[config.mk]
export PLATFORM = sky130hd
export DESIGN_NAME = rr_timeout_arbiter
export DESIGN_NICKNAME = d
export VERILOG_FILES = /design/src/rtl/noc_arb_pkg.sv /design/src/rtl/arb_port_timer.sv /design/src/rtl/rr_timeout_arbiter.sv
export SDC_FILE = /design/constraint.sdc
export NUM_CORES = 1
export LEC_CHECK = 0
export ABC_CLOCK_PERIOD_IN_PS = 8400
export CORE_ASPECT_RATIO = 1.75
export CORE_UTILIZATION = 63
export CTS_CLUSTER_SIZE = 14
export DETAILED_ROUTE_END_ITERATION = 6
export PLACE_DENSITY = 0.87
export SYNTH_ARGS = -nofsm -noshare
export SYNTH_HDL_FRONTEND = slang
export SYNTH_HIERARCHICAL = 1
export SYNTH_SLANG_ARGS = --single-unit
[constraint.sdc]
create_clock -name clk -period 8.4 [get_ports clk]
set_input_delay 0.84 -clock clk [delete_from_list [all_inputs] [get_ports clk]]
set_output_delay 0.84 -clock clk [all_outputs]
set_load 0.03 [all_outputs]
[src/rtl/noc_arb_pkg.sv]
// Shared flit encodings and field types
// for the NoC output-channel arbiter.
package noc_arb_pkg;

  localparam int FLIT_W = 3;
  localparam int LEN_WIDTH = 12;

  typedef logic [FLIT_W-1:0] flit_t;
  typedef logic [LEN_WIDTH-1:0] len_t;

  localparam flit_t FLIT_HEAD = 3'b001;
  localparam flit_t FLIT_BODY = 3'b010;
  localparam flit_t FLIT_TAIL = 3'b100;

endpackage

[src/rtl/arb_port_timer.sv]
// Per-port packet-length timer: limit latched
// from header flits, count runs while holding.
module arb_port_timer
  import noc_arb_pkg::*;
#(
  parameter int LEN_W     = 12,
  parameter int FLIT_ID_W = 3
) (
  input  logic                 clk,
  input  logic                 rst,
  input  logic [FLIT_ID_W-1:0] flit_id,
  input  logic [LEN_W-1:0]     length,
  input  logic                 run,
  output logic                 timesup
);

  logic [LEN_W-1:0] limit;
  logic [LEN_W-1:0] count;
  logic             is_head;

  assign is_head = (flit_id == FLIT_ID_W'(FLIT_HEAD));

  always_ff @(posedge clk) begin
    if (!rst) begin
      limit <= '0;
      count <= '0;
    end else begin
      if (is_head) limit <= length;
      if (!run) count <= '0;
      else if (!(&count)) count <= count + 1'b1;
    end
  end

  // A zero limit disables the timeout.
  assign timesup = (limit != '0) && (count == limit);

endmodule

[src/rtl/rr_timeout_arbiter.sv]
// Round-robin output-channel arbiter with
// per-port length timeout and tail release.
module rr_timeout_arbiter
  import noc_arb_pkg::*;
#(
  parameter int N_PORTS      = 5,
  parameter int LEN_W        = 12,
  parameter int FLIT_ID_W    = 3,
  parameter int TAIL_RELEASE = 1,
  localparam int IW = (N_PORTS > 1) ? $clog2(N_PORTS) : 1
) (
  input  logic                           clk,
  input  logic                           rst,
  input  logic [N_PORTS-1:0]             req_i,
  input  logic [N_PORTS*FLIT_ID_W-1:0]   flit_id_i,
  input  logic [N_PORTS*LEN_W-1:0]       length_i,
  output logic [N_PORTS-1:0]             grant_o,
  output logic [IW-1:0]                  grant_idx_o,
  output logic                           grant_valid_o,
  output logic [N_PORTS:0]               state_o,
  output logic [N_PORTS-1:0]             timeout_o
);

  logic [N_PORTS-1:0] grant;
  logic [N_PORTS-1:0] grant_nxt;
  logic [N_PORTS-1:0] timesup;
  logic [N_PORTS-1:0] tail_rel;
  logic [N_PORTS-1:0] run;
  logic [N_PORTS-1:0] tmo;
  logic [IW-1:0]      ptr;
  logic [IW-1:0]      ptr_nxt;
  logic [IW-1:0]      cur_idx;

  for (genvar p = 0; p < N_PORTS; p++) begin : g_port
    logic [FLIT_ID_W-1:0] fid;
    assign fid = flit_id_i[p*FLIT_ID_W +: FLIT_ID_W];
    assign tail_rel[p] = (TAIL_RELEASE != 0) &&
      (fid == FLIT_ID_W'(FLIT_TAIL));
    assign run[p] = grant[p] & req_i[p] &
      ~timesup[p] & ~tail_rel[p];

    arb_port_timer #(
      .LEN_W     (LEN_W),
      .FLIT_ID_W (FLIT_ID_W)
    ) u_timer (
      .clk     (clk),
      .rst     (rst),
      .flit_id (fid),
      .length  (length_i[p*LEN_W +: LEN_W]),
      .run     (run[p]),
      .timesup (timesup[p])
    );
  end

  // First requester after base, wrapping; base itself is checked last.
  function automatic logic [N_PORTS-1:0] pick(
    input logic [N_PORTS-1:0] r,
    input logic [IW-1:0]      base
  );
    logic [N_PORTS-1:0] g;
    logic               found;
    int                 j;
    g     = '0;
    found = 1'b0;
    for (int i = 1; i <= N_PORTS; i++) begin
      j = (int'(base) + i) % N_PORTS;
      if (!found && r[j]) begin
        g[j]  = 1'b1;
        found = 1'b1;
      end
    end
    return g;
  endfunction

  function automatic logic [IW-1:0] enc(
    input logic [N_PORTS-1:0] v
  );
    logic [IW-1:0] e;
    e = '0;
    for (int i = 0; i < N_PORTS; i++)
      if (v[i]) e = IW'(i);
    return e;
  endfunction

  assign cur_idx = enc(grant);
  assign tmo     = grant & req_i & timesup;

  always_comb begin
    grant_nxt = grant;
    ptr_nxt   = ptr;
    unique case (1'b1)
      (grant == '0): begin
        grant_nxt = pick(req_i, ptr);
      end
      (|run): begin
        grant_nxt = grant;
      end
      default: begin
        // Releasing port is masked so it cannot re-win at once.
        grant_nxt = pick(req_i & ~grant, cur_idx);
        ptr_nxt   = cur_idx;
      end
    endcase
  end

  always_ff @(posedge clk) begin
    if (!rst) begin
      grant     <= '0;
      ptr       <= IW'(N_PORTS - 1);
      timeout_o <= '0;
    end else begin
      grant     <= grant_nxt;
      ptr       <= ptr_nxt;
      timeout_o <= tmo;
    end
  end

  assign grant_o       = grant;
  assign grant_idx_o   = cur_idx;
  assign grant_valid_o = |grant;
  assign state_o       = {grant, ~(|grant)};

endmodule

==> metrics.cfg, run 1 <==
[status]
outcome=finished clean

[worst_setup_path]
slowest_delay_ps=970
cpLargestDelayFamily=adder cells
critical_path_class=reg -> reg
r2r_start=ptr[0]
r2r_cells=18
critPathArrivalTime_ps=5850
rr_endpoint=grant_o[1]
cp-end-kind=register
crit_cells=18
r2r_slack_ps=2880
worst-path-buf-inv=2
cp_data_required_time_ps=8730
cp_slowest_cell=ha_1
cp_common_cell=ha_1
crit_path_max_fanout=21
critPathLaunchType=register
cp_cell_sequence=clkinv_1 > ha_1 > inv_1 > ha_1 > nor2_1 > a21oi_1 > xnor2_1 > ha_1 > nand2b_1 > o21ai_0 > o22ai_2 > xnor2_1 > mux2i_1 > nor3_1 > nand4bb_4 > nor3_1 > a31oi_1 > a311oi_2

[synth]
synth_seq_area_share_pct=25.3
synth_area_leader_cell=dfxtp_1
synth_edf_count=0
synth_area_leaders=dfxtp_1, mux2i_1, ha_1
ys.flop_type=dfxtp_1
syn_avg_cell_area_um2=8.42
synth_top_area_share_pct=25.3
synth_area_um2=10500
ys_types=98
synthCells=1249
yosys_warnings=6
synth_most_common_cell=dfxtp_1
synth_common_cells=dfxtp_1, nor2_1, mux2i_1, nand2_1, nor2b_1
ys_ff_latch=133
async_flop_share_pct=0

[worst_hold_path]
hp-start=g_port[1].u_timer/count[10]
min_path_type=reg -> reg
hold_end=g_port[1].u_timer/count[10]
hold_path_depth=2

[placement]
port_buffers=101
dp_cells=1503
place_area_um2=11400
hpwlAfterDp_um=20700
gp_congestion=0.978

[floorplanning]
dieWidth_um=99.7
io_pins=102
rows=62
dieArea_um2=17200
core_area_um2=16400
start_util_pct=64.3
die_h_um=173

[sta]
fin_crit_sh_pct=65.8
finalSetupViolCount=0
holdWs_ps=533
min_period_ps=5520
maxSlewHeadroom_pct=19.0
hold_viol=0
fin_skew_ps=15.1
max_freq_ghz=0.181
slew_viol_final=0
rsz0062_at_grt=false
fin_tns_setup_ps=0
tightest_slew_ps=1210

[clock_tree]
post_cts_buffers=0
cts_tree=done
cts_resized=0
htreeDepth=4
numCtsBuffers=17
clkTransAtPathRegs_ps=60
cts.sinks=133
cts_root_buffer=clkbuf_16
clkLatencyLatePin_ps=420
clock_path_buffers=2
holdBufCountCts=0

[drt]
vias=9809
drt_wl_total_um=28100
vias_per_cell=6.39
firstDrtPassIters=5
ant_nets=0
drt_iter0_drc=582
wl_per_cell_um=18.3
drc_errors=0

[finish]
postLayoutCellArea_um2=12000
drive_above_1_share_pct=8.16
syn_to_final_growth_pct=13.9
diodes=0
fin_nets=1432
instances_no_fill=1535

[global_route]
antenna_found_initial=0
grt_pass1_vias=9766
grt_pass1_wl_um=45700
grt_use_total_pct=32.9
grt_max_degree=85
overflow=0

[power]
p_per_area_nw_per_um2=338
power.leakage_nw=4.62
ir_worst_vdd_uv=202

[run]
maxCapViolCount=0

-- layer usage --
layer | track usage [%] | vias to the layer above | share of wire [%]
li1 | - | 4671 | -
met1 | 32.5 | 4612 | 36
met2 | 60.9 | 380 | 52
met3 | 5.50 | 146 | 5.1
met4 | 22.9 | 0 | 6.7
met5 | 0 | - | 0
-- worst min-delay path, stage by stage, from the launching register on --
cell and delay (ps):
dfxtp_1 340, inv_1 80, a211oi_1 60
-- sequential cells by signal, summed over array words and instances, names as in the netlist --
signal	cells
grant_o	5
g_port.u_timer/limit	60
g_port.u_timer/count	60
timeout_o	5
ptr	3
-- power breakdown --
part | internal (W) | leakage, nW | switching, W
registers | 0.000658 | 1.08 | 0.0000497
logic | 0.00101 | 3.26 | 0.00157
clock network | 0.000465 | 0.286 | 0.000302
total | 0.00213 | 4.62 | 0.00192
-- cell usage in the layout (no fill, tap or decap), types with 7 or more instances in the layout --
cell type,count
a211oi_1,27
a21oi_1,52
a311oi_1,7
a31oi_1,18
and3_1,13
and4_1,7
clkbuf_16,17
clkdlybuf4s50_1,100
dfxtp_1,132
ha_1,52
inv_1,45
mux2_2,8
mux2i_1,82
nand2_1,82
nand2b_1,18
nand3_1,35
nand4_1,25
nor2_1,93
nor2b_1,72
nor3_1,29
nor3b_1,9
nor4_1,27
o21a_1,11
o21ai_0,32
o21ai_1,8
xnor2_1,52
xor2_1,49
-- stage by stage --
step                      setup slack, ps  utilization [%]  power, W
after floorplan                      3530                -   0.00267
after global placement               3200             69.5   0.00317
after detailed placement             2940             69.5   0.00323
after CTS                            2930             73.2   0.00400
after global routing                 2400             73.2   0.00431
final                                2880             73.2   0.00405
-- cell families after synthesis --
family	after synthesis	share of synthesized area, %
other	1	0.0356
adder cells (fa/ha/maj)	52	6.18
flip-flops	133	25.3
AND/OR/NAND/NOR	471	25.8
multiplexers	91	8.79
AO/OA/AOI/OAI	270	18.6
XOR/XNOR	105	9.03
buffers and inverters	126	6.24
-- final cells by class --
class | instances | area [um^2]
fill | 1193 | 4390
inverter | 49 | 184
clock inverter | 12 | 143
sequential | 133 | 2660
multi-input combinational | 992 | 7210
tap | 224 | 280
clock buffer | 20 | 467
timing repair buffer | 105 | 1040
-- how the worst max path moves through the flow --
stage	startpoint	end	slack, ps
3_3_place_gp	ptr[0]	grant_o[1]	3200
2_1_floorplan	ptr[0]	grant_o[1]	3530
3_5_place_dp	ptr[0]	grant_o[1]	2940
5_1_grt	ptr[0]	grant_o[1]	2400
4_1_cts	ptr[0]	grant_o[1]	2930
6_report	ptr[0]	grant_o[1]	2880
(Power assumes the default switching activity.)
==> run 2, diff against run 1 <==
--- a/config.mk
+++ b/config.mk
@@ -5,12 +5,12 @@
 export SDC_FILE = /design/constraint.sdc
 export NUM_CORES = 1
 export LEC_CHECK = 0
-export ABC_CLOCK_PERIOD_IN_PS = 8400
+export ABC_CLOCK_PERIOD_IN_PS = 4600
 export CORE_ASPECT_RATIO = 1.75
-export CORE_UTILIZATION = 63
+export CORE_UTILIZATION = 53
 export CTS_CLUSTER_SIZE = 14
 export DETAILED_ROUTE_END_ITERATION = 6
-export PLACE_DENSITY = 0.87
+export PLACE_DENSITY = 0.78
 export SYNTH_ARGS = -nofsm -noshare
 export SYNTH_HDL_FRONTEND = slang
 export SYNTH_HIERARCHICAL = 1
==> constraint.sdc (replaced) <==
create_clock -name clk -period 4.6 [get_ports clk]
set_input_delay 0.46 -clock clk [delete_from_list [all_inputs] [get_ports clk]]
set_output_delay 0.46 -clock clk [all_outputs]
set_load 0.03 [all_outputs]
==> metrics.cfg, run 2 (synthesized netlist as in run 1, its figures left out) <==
[drt]
vias=9786
drc_errors=0
wl_per_cell_um=18.4
drt_wl_total_um=29200
ant_nets=0
firstDrtPassIters=7
vias_per_cell=6.18
drt_iter0_drc=565

[floorplanning]
die_h_um=188
io_pins=102
dieWidth_um=109
start_util_pct=54.6
dieArea_um2=20400
core_area_um2=19300
rows=67

[sta]
hold_viol=0
fin_tns_setup_ps=0
tightest_slew_ps=1130
fin_skew_ps=6.43
maxSlewHeadroom_pct=24.6
min_period_ps=4370
slew_viol_final=0
holdWs_ps=529
finalSetupViolCount=0
max_freq_ghz=0.229
worst_slack_ps=227
fin_crit_sh_pct=95.1

[finish]
finalCoreUtilization_pct=63.9
drive_above_1_share_pct=11.2
syn_to_final_growth_pct=17.1
mostFrequentLayoutCells=dfxtp_1, clkdlybuf4s50_1, nor2_1
fin_nets=1464
largestRegisters=g_port.u_timer/count (60), g_port.u_timer/limit (60)
mostFrequentLayoutCell=dfxtp_1
diodes=0

[clock_tree]
holdBufCountCts=0
clkTransAtPathRegs_ps=60
cts_root_buffer=clkbuf_16
post_cts_buffers=0
clkLatencyLatePin_ps=430
numCtsBuffers=17
cts.sinks=133
htreeDepth=4
clock_path_buffers=2
cts_resized=0
cts_tree=done

[power]
swShare_pct=46.4
p_int_w=0.00411
p_switching_w=0.00355
p_clk_share_pct=18.5
p_per_area_nw_per_um2=622
power.leakage_nw=4.82
ir_worst_vdd_uv=484
p_comb_share_pct=64.7
p_total_w=0.00766
seq_power_share_pct=16.8

[global_route]
grt_pass1_wl_um=47700
grt_max_degree=61
grt_pass1_vias=9922
grt_use_total_pct=29.4
antenna_found_initial=0
overflow=0

[worst_setup_path]
cp_cell_sequence=buf_4 > ha_1 > xor2_2 > buf_4 > inv_2 > ha_1 > inv_1 > ha_1 > and4b_1 > a311oi_1 > buf_4 > nand2_1 > mux2i_1 > o22a_2 > nand2b_1 > nor4_1 > a31oi_1 > a311oi_2
crit_cells=18
slowest_delay_ps=440
critical_path_class=reg -> reg
cpLargestDelayFamily=buffers and inverters
cp-end-kind=register
critPathArrivalTime_ps=4720
critPathLaunchType=register
cp_slowest_cell=nor4_1
worst-path-buf-inv=5
r2r_cells=18
cp_data_required_time_ps=4950
crit_path_max_fanout=31

[worst_hold_path]
min_path_type=reg -> reg
hold_path_depth=2

[status]
outcome=finished clean

[placement]
gp_congestion=0.993
dpl_worst_slack_ps=225
hpwlAfterDp_um=22200
port_buffers=101

[run]
maxCapViolCount=0

==> run 2: path summary, 6_finish.rpt <==
check | start | endpoint | slack, ps
setup / recovery | ptr[0] | grant_o[1] | 230
hold / removal | g_port[3].u_timer/count[10] | g_port[3].u_timer/count[10] | 530
setup reg to reg | ptr[0] | grant_o[1] | 230
hold reg to reg | g_port[3].u_timer/count[10] | g_port[3].u_timer/count[10] | 530
==> run 2: power groups by stage <==
stage          sequential [W]  combinational (W)  clock, W
6_report              0.00129            0.00496   0.00141
5_1_grt               0.00129            0.00542   0.00149
4_1_cts               0.00128            0.00480   0.00143
3_5_place_dp          0.00131            0.00477         0
3_3_place_gp          0.00131            0.00471         0
2_1_floorplan         0.00131            0.00358         0
==> run 2: layout make-up <==
class	instances	area (um^2)
clock buffers	21	470
clock inverters	11	150
fillers	1644	6960
inverters	49	184
multi-input cells	992	7270
flip-flops and latches	133	2670
well taps	241	302
repair buffers	137	1280
==> run 2: metrics by stage <==
stage | cells | cell area, um^2
floorplan | 1251 | 10500
global placement | 1552 | 11600
detailed placement | 1552 | 11600
CTS | 1584 | 12300
global route | 1584 | 12300
finish | 1584 | 12300
==> run 2: routing by layer <==
metal | vias to the layer above | share of wire [%] | track usage [%]
met5 | - | 0 | 0
met4 | 0 | 6.4 | 20.8
met3 | 111 | 3.7 | 4.60
met2 | 311 | 54 | 54.5
met1 | 4653 | 36 | 28.7
li1 | 4711 | - | -
==> run 2: worst register-to-register path, stage by stage (launching register included) <==
cell      delay, ps
dfxtp_2         330
buf_4           320
ha_1            380
xor2_2          110
buf_4           170
inv_2           150
ha_1            170
inv_1            50
ha_1            290
and4b_1         200
a311oi_1        230
buf_4           200
nand2_1          50
mux2i_1         410
o22a_2          300
nand2b_1        130
nor4_1          450
a31oi_1         130
a311oi_2        220
==> patch, RTL diff (settings of run 1) <==
Register the output `timeout_o` once more, without a reset; this adds one clock of latency there. The other outputs are not delayed to match.
--- a/src/rtl/rr_timeout_arbiter.sv
+++ b/src/rtl/rr_timeout_arbiter.sv
@@ -22,2 +22,4 @@
 );
+
+  logic [N_PORTS-1:0] timeout_s0;
 
@@ -109,3 +111,3 @@
       ptr       <= IW'(N_PORTS - 1);
-      timeout_o <= '0;
+      timeout_s0 <= '0;
     end else begin
@@ -113,3 +115,3 @@
       ptr       <= ptr_nxt;
-      timeout_o <= tmo;
+      timeout_s0 <= tmo;
     end
@@ -122,2 +124,6 @@
 
+  always_ff @(posedge clk) begin
+    timeout_o <= timeout_s0;
+  end
+
 endmodule
Function: changed (a bounded check fails within 4 cycles, from zero or initial values and one cycle with rst low).
==> patch against run 1 <==
  * Total power rose by 4.9%
  * Final area increased by 3.1%
  * Sequential cell count is 5 higher
  * Critical path depth stayed put
  * Setup slack improved by 410 ps
  * Critical endpoint is now grant_o[3]
  * Synthesized area rose by 3.5%
  * Highest routed layer unchanged
  * First-iteration DRC count is 9.8% higher
  * Combinational power up 5%
  * Synthesized cell count is 3.2% higher
  * Wire length increased by 7.7%
  * Clock power up 4.8%
==> patch: results (changes against run 1) <==
Run status
  • Status: finished clean

Logic synthesis
  • Post-Synth Adder-Cell Area: 0.05976 (-0.002082)
  • Compound-Gate Fraction of Synth Area: 0.1946 (+0.008562)
  • Commonest cells in the netlist: 138 x dfxtp_1, 98 x nand2_1, 83 x nor2_1
  • XOR/XNOR Fraction of Synth Area: 0.09009 (-0.0001662)
  • Netlist cell types: 100 (+2.0%)
  • Top cells by area, synth: dfxtp_1 25%, mux2i_1 7.4%, ha_1 6.0%
  • Post-synthesis mux area share: 0.07998 (-0.007900)
  • Yosys warns: 6 (unchanged)
  • Register area share after synthesis: 0.2537 (+0.0006726)

Detailed routing
  • Routed vias/inst: 6.490 (+1.6%)
  • Starting DRT DRC Count: 639 (+9.8%)
  • Drt wl/cell: 19.18 um (+4.8%)

Timing
  • Worst Tran Pin Value: 1221 ps (+11.55 ps)
  • Final clock skew: 9.669 ps (-5.471 ps)

Worst setup path
  • Critical Path Start: ptr[1]
  • Critical Path Fanout Max: 19 (-9.5%)

Global route
  • Met3 Track Usage GR: 0.07481 (+0.01984)
  • First-pass GRT wire length: 48,980 um (+7.3%)
  • GR Util All Layers: 0.3487 (+0.01937)
  • Largest net degree at the start of global routing: 89 (+4.7%)
  • M1 GR Usage: 0.3520 (+0.02724)
  • Met2 Usage GRT: 0.6233 (+0.01439)

Clocking
  • Clock tree buffer depth: 2 (unchanged)
  • Clock slew at reported path FFs: 60 ps (about the same)

Layout
  • Layout fillers: 1,250 (+4.8%)
  • Ratio of cells with drive above 1 in the final layout: 0.07772 (-0.003897)
  • Area grow syn2layout: 13.44%

Worst hold path
  • Hold path startpoint: timeout_s0[1]

Placement
  • Pre-CTS setup slack: 3416 ps (+472.7 ps)
  • Final GP Congestion: 0.9687 (-0.92%)

Pwr
  • Sw frac: 0.4867 (+0.01308)
  • Peak VDD IR: 0.2218 mV (+9.6%)
  • Leakage power: 0.004732 uW (+2.3%)
==> patch: final cells by class <==
cell class              count  share of cell area
clock inverters            15             0.01712
inverters                  52             0.01641
well taps                 227             0.02299
multi-input cells        1023              0.6009
clock buffers              17             0.03444
flip-flops and latches    138              0.2237
repair buffers            106             0.08448
==> patch: power by group through the flow <==
stage / Combinational [uW] / Sequential [uW] / Clock, uW
floorplan: 2030 / 736 / 0
global placement: 2540 / 750 / 0
detailed placement: 2590 / 752 / 0
CTS: 2600 / 738 / 814
global route: 2910 / 744 / 845
finish: 2700 / 741 / 804
==> patch: cells by family (layout without fill, tap and decap cells) <==
family	count (synthesis)	in the layout
AO/OA/AOI/OAI	287	287
AND/OR/NAND/NOR	489	489
XOR/XNOR	106	106
multiplexers	86	86
adder cells (fa/ha/maj)	52	52
buffers and inverters	130	190
flip-flops	138	138
other	1	3
==> patch: final timing paths <==
path / to / slack, ps / cells after the start
setup / recovery: grant_o[3] / 3290 / 18
hold / removal: timeout_o[1] / 330 / 0
setup reg to reg: grant_o[3] / 3290 / 18
hold reg to reg: timeout_o[1] / 330 / 0
==> patch: routing by layer <==
| metal | wire length (um) | share of wire | vias up |
|---|---|---|---|
| li1 | - | - | 4825 |
| met1 | 10760 | 0.36 | 4814 |
| met2 | 15710 | 0.52 | 456 |
| met3 | 1666 | 0.055 | 147 |
| met4 | 2139 | 0.071 | 0 |
| met5 | 0 | 0 | - |
==> patch: stage by stage <==
stage	instances	instance area, um^2	util
floorplan	1291	10900	-
global placement	1546	11720	0.6913
detailed placement	1546	11720	0.6913
CTS	1578	12350	0.7288
global route	1578	12350	0.7288
finish	1578	12350	0.7288
==> patch: critical path, stage by stage, from the launching register on <==
cell	delay, ps
dfxtp_1	590
inv_1	320
ha_1	360
buf_4	230
clkinv_1	310
ha_1	330
nor2_1	290
a21oi_2	150
xnor2_2	380
ha_1	340
inv_1	90
a21oi_1	150
o311a_4	230
xnor2_1	160
mux2i_2	310
o2bb2ai_2	190
nor4_2	100
a221oi_2	240
a21bo_1	230
